**src/rtl/core_ctrl_pkg.sv**
```systemverilog
// core_ctrl_pkg: shared definitions for the core_ctrl instruction sequencer.
//   - state_e    : sequencer states, exposed on the core_ctrl state port
//   - B_*        : bit positions inside the 50-bit inst word
//   - INST_IDLE  : the do-nothing instruction word (all strobes inactive)
// Optional feature macro used by the design: CORE_CTRL_ACC_EN.
package core_ctrl_pkg;

    typedef enum logic [3:0] {
        IDLE,
        W_FETCH,
        W_LOAD,
        W_WAIT,
        X_FETCH,
        X_EXEC,
        DRAIN,
        ACC,
        DONE
    } state_e;

    localparam int INST_W = 50;

    // inst field map (CEN/WEN are active-low)
    localparam int B_ACC      = 49;
    localparam int B_CEN_P    = 48;
    localparam int B_WEN_P    = 47;
    localparam int B_AP_LSB   = 33;  // A_pmem [46:33]
    localparam int B_CEN1     = 32;
    localparam int B_A1_LSB   = 21;  // A1_xmem [31:21]
    localparam int B_CEN0     = 20;
    localparam int B_WEN0     = 19;
    localparam int B_A0_LSB   = 8;   // A0_xmem [18:8]
    localparam int B_OFIFO_RD = 7;
    localparam int B_IFIFO_WR = 6;
    localparam int B_IFIFO_RD = 5;
    localparam int B_L0_RD    = 4;
    localparam int B_L0_WR    = 3;
    localparam int B_MODE     = 2;
    localparam int B_EXEC     = 1;
    localparam int B_LOAD     = 0;

    // Bits 48, 47, 32, 20, 19 set: both memories disabled, no writes, no strobes.
    localparam logic [INST_W-1:0] INST_IDLE = 50'h1_8001_0018_0000;

endpackage

```
**src/rtl/core_ctrl_fetch.sv**
```systemverilog
// core_ctrl_fetch: xmem-to-L0 fetch engine shared by the weight and
// activation fetch phases.
// A go pulse latches base/count and runs count+1 cycles:
//   cycles 0..count-1 : xmem read (cen=0) of address base+i
//   cycles 1..count   : l0_wr=1 (xmem data arrives one cycle after the read)
// last is high in the final cycle (cycle count).
// Ports:
//   clk, reset         : clock, synchronous active-high reset
//   go                 : start a fetch run (ignored effects mid-run: restarts)
//   base [AW_X]        : first xmem address
//   count [LW]         : number of words, must be >= 1
//   cen                : active-low xmem chip enable for port 0
//   addr [AW_X]        : xmem port-0 address (0 when not reading)
//   l0_wr              : L0 write strobe
//   last               : final cycle of the run
module core_ctrl_fetch #(
    parameter int AW_X = 11,
    parameter int LW   = 11
) (
    input  logic            clk,
    input  logic            reset,
    input  logic            go,
    input  logic [AW_X-1:0] base,
    input  logic [LW-1:0]   count,
    output logic            cen,
    output logic [AW_X-1:0] addr,
    output logic            l0_wr,
    output logic            last
);

    logic            active;
    logic [LW-1:0]   idx;
    logic [LW-1:0]   count_r;
    logic [AW_X-1:0] base_r;
    logic            reading;

    always_ff @(posedge clk) begin
        if (reset) begin
            active  <= 1'b0;
            idx     <= '0;
            count_r <= '0;
            base_r  <= '0;
        end else if (go) begin
            active  <= 1'b1;
            idx     <= '0;
            count_r <= count;
            base_r  <= base;
        end else if (active) begin
            if (idx == count_r) begin
                active <= 1'b0;
                idx    <= '0;
            end else begin
                idx <= idx + LW'(1);
            end
        end
    end

    // idx never exceeds count_r, so "not equal" means "still reading".
    assign reading = active && (idx != count_r);
    assign cen     = ~reading;
    // Address wraps modulo 2^AW_X by truncation.
    assign addr    = reading ? (base_r + AW_X'(idx)) : '0;
    assign l0_wr   = active && (idx != '0);
    assign last    = active && (idx == count_r);

endmodule

```
**src/rtl/core_ctrl.sv**
```systemverilog
// core_ctrl: instruction sequencer driving the 50-bit inst bus of core.
// For one tile it issues: weight fetch xmem->L0, kernel load, wait,
// activation fetch xmem->L0, execute, OFIFO drain into pmem, and
// (with CORE_CTRL_ACC_EN defined and acc_en=1) an accumulate pass.
// Ports:
//   clk, reset     : clock, synchronous active-high reset
//   acc_en         : (CORE_CTRL_ACC_EN only) run the accumulate pass
//   start          : one-cycle pulse, accepted only in IDLE
//   w_base, x_base : xmem addresses of first weight / activation word
//   p_base         : pmem address of first output vector
//   len            : activation vectors per tile (0 is treated as 1)
//   ofifo_valid    : OFIFO holds at least one vector
//   inst           : registered instruction word to core
//   busy           : high from the cycle after an accepted start until done
//   done           : one-cycle completion pulse
//   state          : current sequencer state (observation only)
// Timing: inst/busy/done are registered from the current state, so the word
// generated in a state appears on inst during the following cycle.
// Optional feature macro: CORE_CTRL_ACC_EN.
module core_ctrl
    import core_ctrl_pkg::*;
#(
    parameter int row       = 8,
    parameter int col       = 8,
    parameter int LOAD_WAIT = row + col,
    parameter int AW_X      = 11,
    parameter int AW_P      = 14,
    parameter int LW        = 11
) (
    input  logic              clk,
    input  logic              reset,
`ifdef CORE_CTRL_ACC_EN
    input  logic              acc_en,
`endif
    input  logic              start,
    input  logic [AW_X-1:0]   w_base,
    input  logic [AW_X-1:0]   x_base,
    input  logic [AW_P-1:0]   p_base,
    input  logic [LW-1:0]     len,
    input  logic              ofifo_valid,
    output logic [INST_W-1:0] inst,
    output logic              busy,
    output logic              done,
    output state_e            state
);

    // Counter wide enough for row, LOAD_WAIT and len+1.
    localparam int CW = 16;
    localparam logic [CW-1:0] ONE       = CW'(1);
    localparam logic [CW-1:0] ROW_LAST  = CW'(row - 1);
    localparam logic [CW-1:0] WAIT_LAST = CW'(LOAD_WAIT - 1);

    state_e            state_n;
    logic [CW-1:0]     cnt, cnt_n;
    logic [INST_W-1:0] inst_n;
    logic              busy_n, done_n;
    logic              latch_cfg;

    // Configuration captured when start is accepted
    logic [AW_X-1:0]   x_base_r;
    logic [AW_P-1:0]   p_base_r;
    logic [LW-1:0]     len_r;
    logic [LW-1:0]     len_eff;
    logic [CW-1:0]     len_c;
`ifdef CORE_CTRL_ACC_EN
    logic              acc_en_r;
`endif

    // Fetch engine interface
    logic              f_go;
    logic [AW_X-1:0]   f_base;
    logic [LW-1:0]     f_count;
    logic              f_cen;
    logic [AW_X-1:0]   f_addr;
    logic              f_l0_wr;
    logic              f_last;

    assign len_eff = (len == '0) ? LW'(1) : len;
    assign len_c   = CW'(len_r);

    core_ctrl_fetch #(
        .AW_X (AW_X),
        .LW   (LW)
    ) u_fetch (
        .clk   (clk),
        .reset (reset),
        .go    (f_go),
        .base  (f_base),
        .count (f_count),
        .cen   (f_cen),
        .addr  (f_addr),
        .l0_wr (f_l0_wr),
        .last  (f_last)
    );

    always_ff @(posedge clk) begin
        if (reset) begin
            state    <= IDLE;
            cnt      <= '0;
            inst     <= INST_IDLE;
            busy     <= 1'b0;
            done     <= 1'b0;
            x_base_r <= '0;
            p_base_r <= '0;
            len_r    <= '0;
`ifdef CORE_CTRL_ACC_EN
            acc_en_r <= 1'b0;
`endif
        end else begin
            state <= state_n;
            cnt   <= cnt_n;
            inst  <= inst_n;
            busy  <= busy_n;
            done  <= done_n;
            if (latch_cfg) begin
                x_base_r <= x_base;
                p_base_r <= p_base;
                len_r    <= len_eff;
`ifdef CORE_CTRL_ACC_EN
                acc_en_r <= acc_en;
`endif
            end
        end
    end

    always_comb begin
        state_n   = state;
        cnt_n     = cnt;
        inst_n    = INST_IDLE;
        busy_n    = busy;
        done_n    = 1'b0;
        latch_cfg = 1'b0;
        f_go      = 1'b0;
        f_base    = x_base_r;
        f_count   = len_r;

        case (state)
            IDLE: begin
                if (start) begin
                    // Config is not latched yet, so the weight fetch takes
                    // w_base straight from the port.
                    latch_cfg = 1'b1;
                    f_go      = 1'b1;
                    f_base    = w_base;
                    f_count   = LW'(row);
                    busy_n    = 1'b1;
                    cnt_n     = '0;
                    state_n   = W_FETCH;
                end
            end

            W_FETCH, X_FETCH: begin
                inst_n[B_CEN0]              = f_cen;
                inst_n[B_A0_LSB +: AW_X]    = f_addr;
                inst_n[B_L0_WR]             = f_l0_wr;
                if (f_last) begin
                    cnt_n   = '0;
                    state_n = (state == W_FETCH) ? W_LOAD : X_EXEC;
                end
            end

            W_LOAD: begin
                inst_n[B_L0_RD] = 1'b1;
                inst_n[B_LOAD]  = 1'b1;
                if (cnt == ROW_LAST) begin
                    cnt_n   = '0;
                    state_n = W_WAIT;
                end else begin
                    cnt_n = cnt + ONE;
                end
            end

            W_WAIT: begin
                if (cnt == WAIT_LAST) begin
                    f_go    = 1'b1;
                    cnt_n   = '0;
                    state_n = X_FETCH;
                end else begin
                    cnt_n = cnt + ONE;
                end
            end

            X_EXEC: begin
                inst_n[B_L0_RD] = 1'b1;
                inst_n[B_EXEC]  = 1'b1;
                if (cnt == len_c - ONE) begin
                    cnt_n   = '0;
                    state_n = DRAIN;
                end else begin
                    cnt_n = cnt + ONE;
                end
            end

            DRAIN: begin
                // OFIFO is first-word-fall-through: pop and pmem write
                // go out in the same word.
                if (ofifo_valid) begin
                    inst_n[B_OFIFO_RD]        = 1'b1;
                    inst_n[B_CEN_P]           = 1'b0;
                    inst_n[B_WEN_P]           = 1'b0;
                    inst_n[B_AP_LSB +: AW_P]  = p_base_r + AW_P'(cnt);
                    if (cnt == len_c - ONE) begin
                        cnt_n = '0;
`ifdef CORE_CTRL_ACC_EN
                        state_n = acc_en_r ? ACC : DONE;
`else
                        state_n = DONE;
`endif
                    end else begin
                        cnt_n = cnt + ONE;
                    end
                end
            end

`ifdef CORE_CTRL_ACC_EN
            ACC: begin
                // pmem read latency is one cycle, so acc trails the read.
                if (cnt != len_c) begin
                    inst_n[B_CEN_P]          = 1'b0;
                    inst_n[B_AP_LSB +: AW_P] = p_base_r + AW_P'(cnt);
                end
                if (cnt != '0) begin
                    inst_n[B_ACC] = 1'b1;
                end
                if (cnt == len_c) begin
                    cnt_n   = '0;
                    state_n = DONE;
                end else begin
                    cnt_n = cnt + ONE;
                end
            end
`endif

            DONE: begin
                done_n  = 1'b1;
                busy_n  = 1'b0;
                state_n = IDLE;
            end

            default: begin
                state_n = IDLE;
            end
        endcase
    end

endmodule
```
**config.mk**
```make
export PLATFORM = sky130hd
export DESIGN_NAME = core_ctrl
export DESIGN_NICKNAME = d
export VERILOG_FILES = /design/src/rtl/core_ctrl_pkg.sv /design/src/rtl/core_ctrl_fetch.sv /design/src/rtl/core_ctrl.sv
export SDC_FILE = /design/constraint.sdc
export NUM_CORES = 1
export LEC_CHECK = 0
export ABC_AREA = 1
export ABC_CLOCK_PERIOD_IN_PS = 2500
export BUFFER_PORTS_ARGS = -buffer_cell sky130_fd_sc_hd__buf_2
export CORE_UTILIZATION = 41
export DETAILED_ROUTE_END_ITERATION = 7
export PLACE_DENSITY = 0.67
export RECOVER_POWER = 100
export REMOVE_ABC_BUFFERS = 1
export SLEW_MARGIN = 10
export SYNTH_ARGS = -nofsm -noshare
export SYNTH_HDL_FRONTEND = slang
export SYNTH_SLANG_ARGS = --single-unit
```
**constraint.sdc**
```tcl
create_clock -name clk -period 2.5 [get_ports clk]
set_input_delay 0.25 -clock clk [delete_from_list [all_inputs] [get_ports clk]]
set_output_delay 0.25 -clock clk [all_outputs]
set_load 0.1 [all_outputs]
```
==> results.yml, run 1 <==
run_status:
  status: "finished clean"
pwr:
  power_density_nw_per_um2: 830.5
  ir_drop_mv: 0.5970
  power.leakage_nw: 3.246
  finalPower_mw: 6.430
sta:
  holdWs_ns: 0.06811
  maxSlewHeadroom_pct: 22.01
  setup_violations: 0
  slew_violations: 0
  grt_setup_unrepaired: "false"
  fmax_ghz: 0.4512
  skew_ns: 0.009095
  worst_pin_slew_ns: 1.175
  period_share_pct: 88.66
  timing.final.hold_violations: 0
  finalCriticalPeriod_ns: 2.217
  finalSetupTns_ns: 0
route:
  viasPerCell: 4.970
  drt_wl_total_um: 16490
  route.detailed.drc: 0
  dr_total_vias: 6218
  wl_per_cell_um: 13.18
  ant_nets: 0
  drt-initial-drc-count: 382
  first_pass_iters: 5
floorplan:
  fp.coreArea_um2: 15940
  row_count: 46
  start_util_pct: 42.18
  die_area_um2: 16920
  die_x_um: 130.1
  die_height_um: 130.1
  io_pins: 107
yosys:
  syn-cell-area_um2: 6725
  synth_cell_type_count: 50
  yosys_warnings: 0
  avgSynthCellArea_um2: 7.193
  yosys-top-cells-area: "dfxtp_1, nand2_1, a21oi_1"
  synth-edff-count: 0
  synth_seq_cells: 124
  async_reset_ff_share_pct: 0
  synthCells: 935
  yosys.area.top_type: "dfxtp_1"
  synth_top_area_share_pct: 36.91
  ys_seq_area_share_pct: 36.91
  synthFlopType: "dfxtp_1"
cts:
  clk_pin_slew_worst_paths_ns: 0.06
  cts_setup_buffers: 0
  cts_tree: "yes"
  ctsResizeCount: 0
  cts_num_sinks: 124
  cts_root_buf: "clkbuf_16"
  clk_path_buf_depth: 2
  htree_levels: 4
  clk_latency_ns: 0.43
  cts_inserted_buffers: 17
  cts_hold_buffers: 0
worst_setup_path:
  ff2ff_setup_slack_ns: 0.28
  cp_num_buf_inv: 3
  worst_setup_path_end_kind: "flip-flop"
  critical_path.max_fanout: 18
  crit_slowest_cell: "inv_1"
  start_kind: "flip-flop"
  critPathTopFamily: "buffers and inverters"
  crit_path_max_incr_delay_ns: 0.54
  worstPathArrival_ns: 2.56
  crit_required_ns: 2.85
  path_cells: "nor2_1 -> inv_1 -> nor2_1 -> nand2_1 -> inv_1 -> clkbuf_1 -> nand2_1 -> a21oi_1"
  path_class: "flip-flop to flip-flop"
global_routing:
  overflow: 0
  grtUsageTotal_pct: 20.51
  antenna_found_initial: 0
  grt_max_degree: 63
  grt_pass1_wl_um: 27060
  grt_pass1_vias: 5586
placed_design:
  dp_hpwl_um: 11910
  placed_cells: 1220
  place.gp.congestion: 0.8779
  placement.io_buffers: 89
layout:
  fill_cells: 1653
  antenna_cells: 0
  num-nets-final: 1103
  final_cells: 1251
  drive_gt1_share_pct: 12.66
  layout_commonest_cell: "nand2_1"
  syn2layout_area_growth_pct: 15.13
  final_util_pct: 48.56
  final_cell_mix: "nand2_1, dfxtp_1, inv_1, a21oi_1, nor2_1"
flow_run:
  maxCapViolations: 0
min_path:
  hold_path_class: "input port to flip-flop"
[path summary, 6_finish.rpt]
path / depth (start not counted) / startpoint / to
worst min register to register: 2 / u_fetch.base_r[6] / u_fetch.base_r[6]
worst min-delay path: 3 / x_base[6] / x_base_r[6]
worst max register to register: 8 / state[0] / p_base_r[13]
worst max-delay path: 8 / state[0] / p_base_r[13]
[per-layer routing]
metal / part of all wire [%] / up-vias / track usage, % / wire [µm]
li1: - / 3220 / - / -
met5: 0 / - / 0 / 0
met1: 49 / 2813 / 28.28 / 8133
met2: 43 / 162 / 31.07 / 7130
met4: 1.6 / 0 / 6.977 / 257
met3: 5.9 / 23 / 5.084 / 966
[registers in the layout, summed over array words and instances, names as in the netlist]
register         flops
u_fetch.base_r      11
u_fetch.active       1
len_r               11
cnt                 16
done                 1
u_fetch.idx         11
inst                32
state                4
u_fetch.count_r     11
p_base_r            14
x_base_r            11
busy                 1
[cells by family (layout without fill, tap and decap cells)]
family | count (synthesis) | in the layout | share of synthesized area, %
simple gates | 429 | 429 | 29.40
compound gates | 183 | 183 | 15.31
buf+inv | 148 | 233 | 10.05
flops | 124 | 124 | 36.91
fa+ha+maj | 29 | 29 | 5.619
xor+xnor | 20 | 20 | 2.605
other cells | 2 | 17 | 0.1117
[worst register-to-register path: stages (launching register included)]
cell	delay [ns]
dfxtp_1	0.37
nor2_1	0.12
inv_1	0.07
nor2_1	0.20
nand2_1	0.13
inv_1	0.54
clkbuf_1	0.45
nand2_1	0.12
a21oi_1	0.14
[per-stage QoR]
| step | instance area (µm²) | setup slack [ns] |
|---|---|---|
| finish | 7742 | 0.2835 |
| detailed placement | 7279 | 0.2713 |
| global placement | 7279 | 0.3405 |
| CTS | 7841 | 0.2469 |
| floorplan | 6496 | -0.7019 |
| global route | 7742 | 0.04983 |
[final cells by class]
type	count	area (µm²)	area share [%]
inverters	104	390.4	5.042
clock inverters	7	90.09	1.164
flip-flops and latches	124	2482	32.06
clock buffers	24	471.7	6.092
repair buffers	98	451.7	5.834
well taps	216	270.3	3.491
multi-input cells	678	3586	46.32
[where the power goes]
| part | leakage (nW) | switching, mW | internal [mW] |
|---|---|---|---|
| registers | 1.01 | 0.135 | 2.14 |
| clock network | 0.270 | 0.873 | 1.51 |
| logic | 1.97 | 1.29 | 0.482 |
| total | 3.25 | 2.30 | 4.13 |
[synthesized netlist by cell type, drive strengths merged, types with 2 or more instances]
| library cell | n |
|---|---|
| nand2 | 227 |
| dfxtp | 124 |
| inv | 104 |
| a21oi | 102 |
| nor2 | 95 |
| nand3 | 54 |
| o21ai | 48 |
| buf | 32 |
| ha | 27 |
| nor3 | 21 |
| nand4 | 19 |
| xor2 | 13 |
| clkbuf | 11 |
| o22ai | 7 |
| xnor2 | 7 |
| a31oi | 5 |
| nor3b | 4 |
| o21a | 4 |
| a21o | 3 |
| nand3b | 3 |
| nor4 | 3 |
| o211ai | 3 |
| o21bai | 3 |
| or2 | 3 |
| a211oi | 2 |
| conb | 2 |
| fa | 2 |
| o2111ai | 2 |
(Power assumes the default switching activity.)
==> run 2, diff against run 1 <==
- CORE_ASPECT_RATIO: not set -> 1.75
==> run 2 against run 1 <==
- core utilization shrank 0.082 points
- power grew 1.1%
- sequential power hardly changed
- clock skew rose by 0.0088 ns
- hold slack got worse by 0.011 ns
- final cell count shrank 1.9%
- via count is 1.8% higher
- register-to-register slack about the same
==> results.yml, run 2 (synthesized netlist as in run 1, its figures left out) <==
sta:
  fin_ws_ns: 0.2939
  finalCriticalPeriod_ns: 2.206
  timing.final.hold_violations: 0
  worst_pin_slew_ns: 1.175
  setup_violations: 0
  period_share_pct: 88.24
  maxSlewHeadroom_pct: 21.97
  holdWs_ns: 0.05761
  slew_violations: 0
  skew_ns: 0.01785
  fmax_ghz: 0.4533
  grt_setup_unrepaired: "false"
placed_design:
  dp_hpwl_um: 13220
  placement.io_buffers: 89
  placed_cells: 1195
  place.gp.congestion: 0.9048
  postPlaceCellArea_um2: 7261
  post-place-ws_ns: 0.2681
route:
  drt-initial-drc-count: 230
  dr_total_vias: 6330
  drt_wl_total_um: 17610
  first_pass_iters: 5
  route.detailed.drc: 0
  wl_per_cell_um: 14.35
  ant_nets: 0
  viasPerCell: 5.159
global_routing:
  overflow: 0
  grt_pass1_wl_um: 28600
  use_met2_pct: 41.78
  grtUsageTotal_pct: 21.68
  met1_usage_pct: 20.37
  antenna_found_initial: 0
  grt_max_degree: 63
  grt_pass1_vias: 6258
  grtUsageMet3_pct: 3.738
  top_usage_layer: "met2"
layout:
  largest_register_ffs: 32
  layout_commonest_cell: "nand2_1"
  design_area_um2: 7734
  antenna_cells: 0
  drive_gt1_share_pct: 13.29
  final_cells: 1227
  final_cell_mix: "nand2_1, dfxtp_1, inv_1, a21oi_1, nor2_1"
  top_register: "inst"
  syn2layout_area_growth_pct: 15.00
  reg_top3: "inst: 32 flops, cnt: 16 flops, p_base_r: 14 flops"
  num-nets-final: 1105
cts:
  cts_setup_buffers: 0
  htree_levels: 4
  clk_pin_slew_worst_paths_ns: 0.07
  clk_latency_ns: 0.43
  cts_num_sinks: 124
  clk_path_buf_depth: 2
  cts_tree: "yes"
  cts_root_buf: "clkbuf_16"
  cts_inserted_buffers: 17
pwr:
  internal-power_mw: 4.025
  p_comb_share_pct: 27.6
  seq_power_share_pct: 35.0
  power.leakage_nw: 3.265
  p_sw_share_pct: 38.10
  ir_drop_mv: 0.4364
  clkPwrFrac_pct: 37.4
  finalPower_mw: 6.504
  power_density_nw_per_um2: 840.9
  p_switching_mw: 2.478
floorplan:
  io_pins: 107
  fp.coreArea_um2: 15950
  die_x_um: 98.82
  row_count: 61
  die_area_um2: 16940
  die_height_um: 171.4
  start_util_pct: 42.16
worst_setup_path:
  r2r-start: "cnt[0]"
  ff2ff_path_depth: 13
  worstPathArrival_ns: 2.51
  reg2reg_to: "inst[43]"
  crit_required_ns: 2.80
  start_kind: "flip-flop"
  critical_path.max_fanout: 4
  path_class: "flip-flop to flip-flop"
  worst_setup_path_end_kind: "flip-flop"
  ff2ff_setup_slack_ns: 0.29
  setup.worst_path.start: "cnt[0]"
flow_run:
  maxCapViolations: 0
min_path:
  hold_depth: 3
  hold_path_class: "input port to flip-flop"
  hold_start: "x_base[9]"
  hold_end: "x_base_r[9]"
run_status:
  status: "finished clean"
## run 2: cell count changes in the layout (fill, tap and decap cells not counted), sizes merged
cell | previous run | this run
inv | 104 | 114
buf | 55 | 57
clkbuf | 67 | 60
bufinv | 2 | 1
clkinv | 3 | 2
## run 2: how the worst max path moves through the flow
stage / cells past startpoint / end / slack, ns
global route: 10 / cnt[14] / 0.05
CTS: 13 / inst[43] / 0.23
floorplan: 7 / u_fetch.count_r[3] / -0.70
detailed placement: 14 / cnt[6] / 0.27
global placement: 13 / inst[43] / 0.32
finish: 13 / inst[43] / 0.29
## run 2: what timing repair did
item	4_1_cts	5_1_grt
gates resized for setup	0	1
endpoints found under the hold margin	0	0
setup endpoints to repair	0	1
hold buffers	0	0
## run 2: stage by stage
stage	util, %	setup TNS, ns
6_report	48.48	0
3_3_place_gp	45.52	0
5_1_grt	48.48	0
3_5_place_dp	45.52	0
4_1_cts	49.13	0
2_1_floorplan	-	-32.12
## run 2: layer usage
metal,share of wire (%),vias to the layer above
met4,5.4,0
met1,37,2898
met5,0,-
li1,-,3229
met3,3.0,51
met2,55,152
## run 2: power groups by stage
stage | combinational [mW] | sequential, mW | clock (mW)
after floorplan | 1.23 | 2.43 | 0
after global placement | 1.81 | 2.32 | 0
after detailed placement | 1.82 | 2.32 | 0
after CTS | 1.84 | 2.28 | 2.48
after global routing | 1.99 | 2.30 | 2.55
final | 1.79 | 2.28 | 2.43
## run 2: worst max-delay path: stages (launching register included)
cell,delay [ns]
dfxtp_1,0.40
ha_1,0.24
inv_1,0.07
fa_1,0.35
inv_1,0.10
nand3_1,0.07
nand2_1,0.13
nand2_1,0.07
nand2_1,0.06
a21oi_1,0.08
o21ai_1,0.22
a21oi_1,0.11
o21ai_0,0.15
a21oi_1,0.05
## run 2: final cells by class
| class | count | area, µm² |
|---|---|---|
| Clock inverter | 15 | 151.4 |
| Sequential cell | 124 | 2482 |
| Tap cell | 189 | 236.5 |
| Multi-Input combinational cell | 678 | 3581 |
| Inverter | 104 | 390.4 |
| Fill cell | 1641 | 8218 |
| Clock buffer | 17 | 425.4 |
| Timing Repair Buffer | 100 | 466.7 |
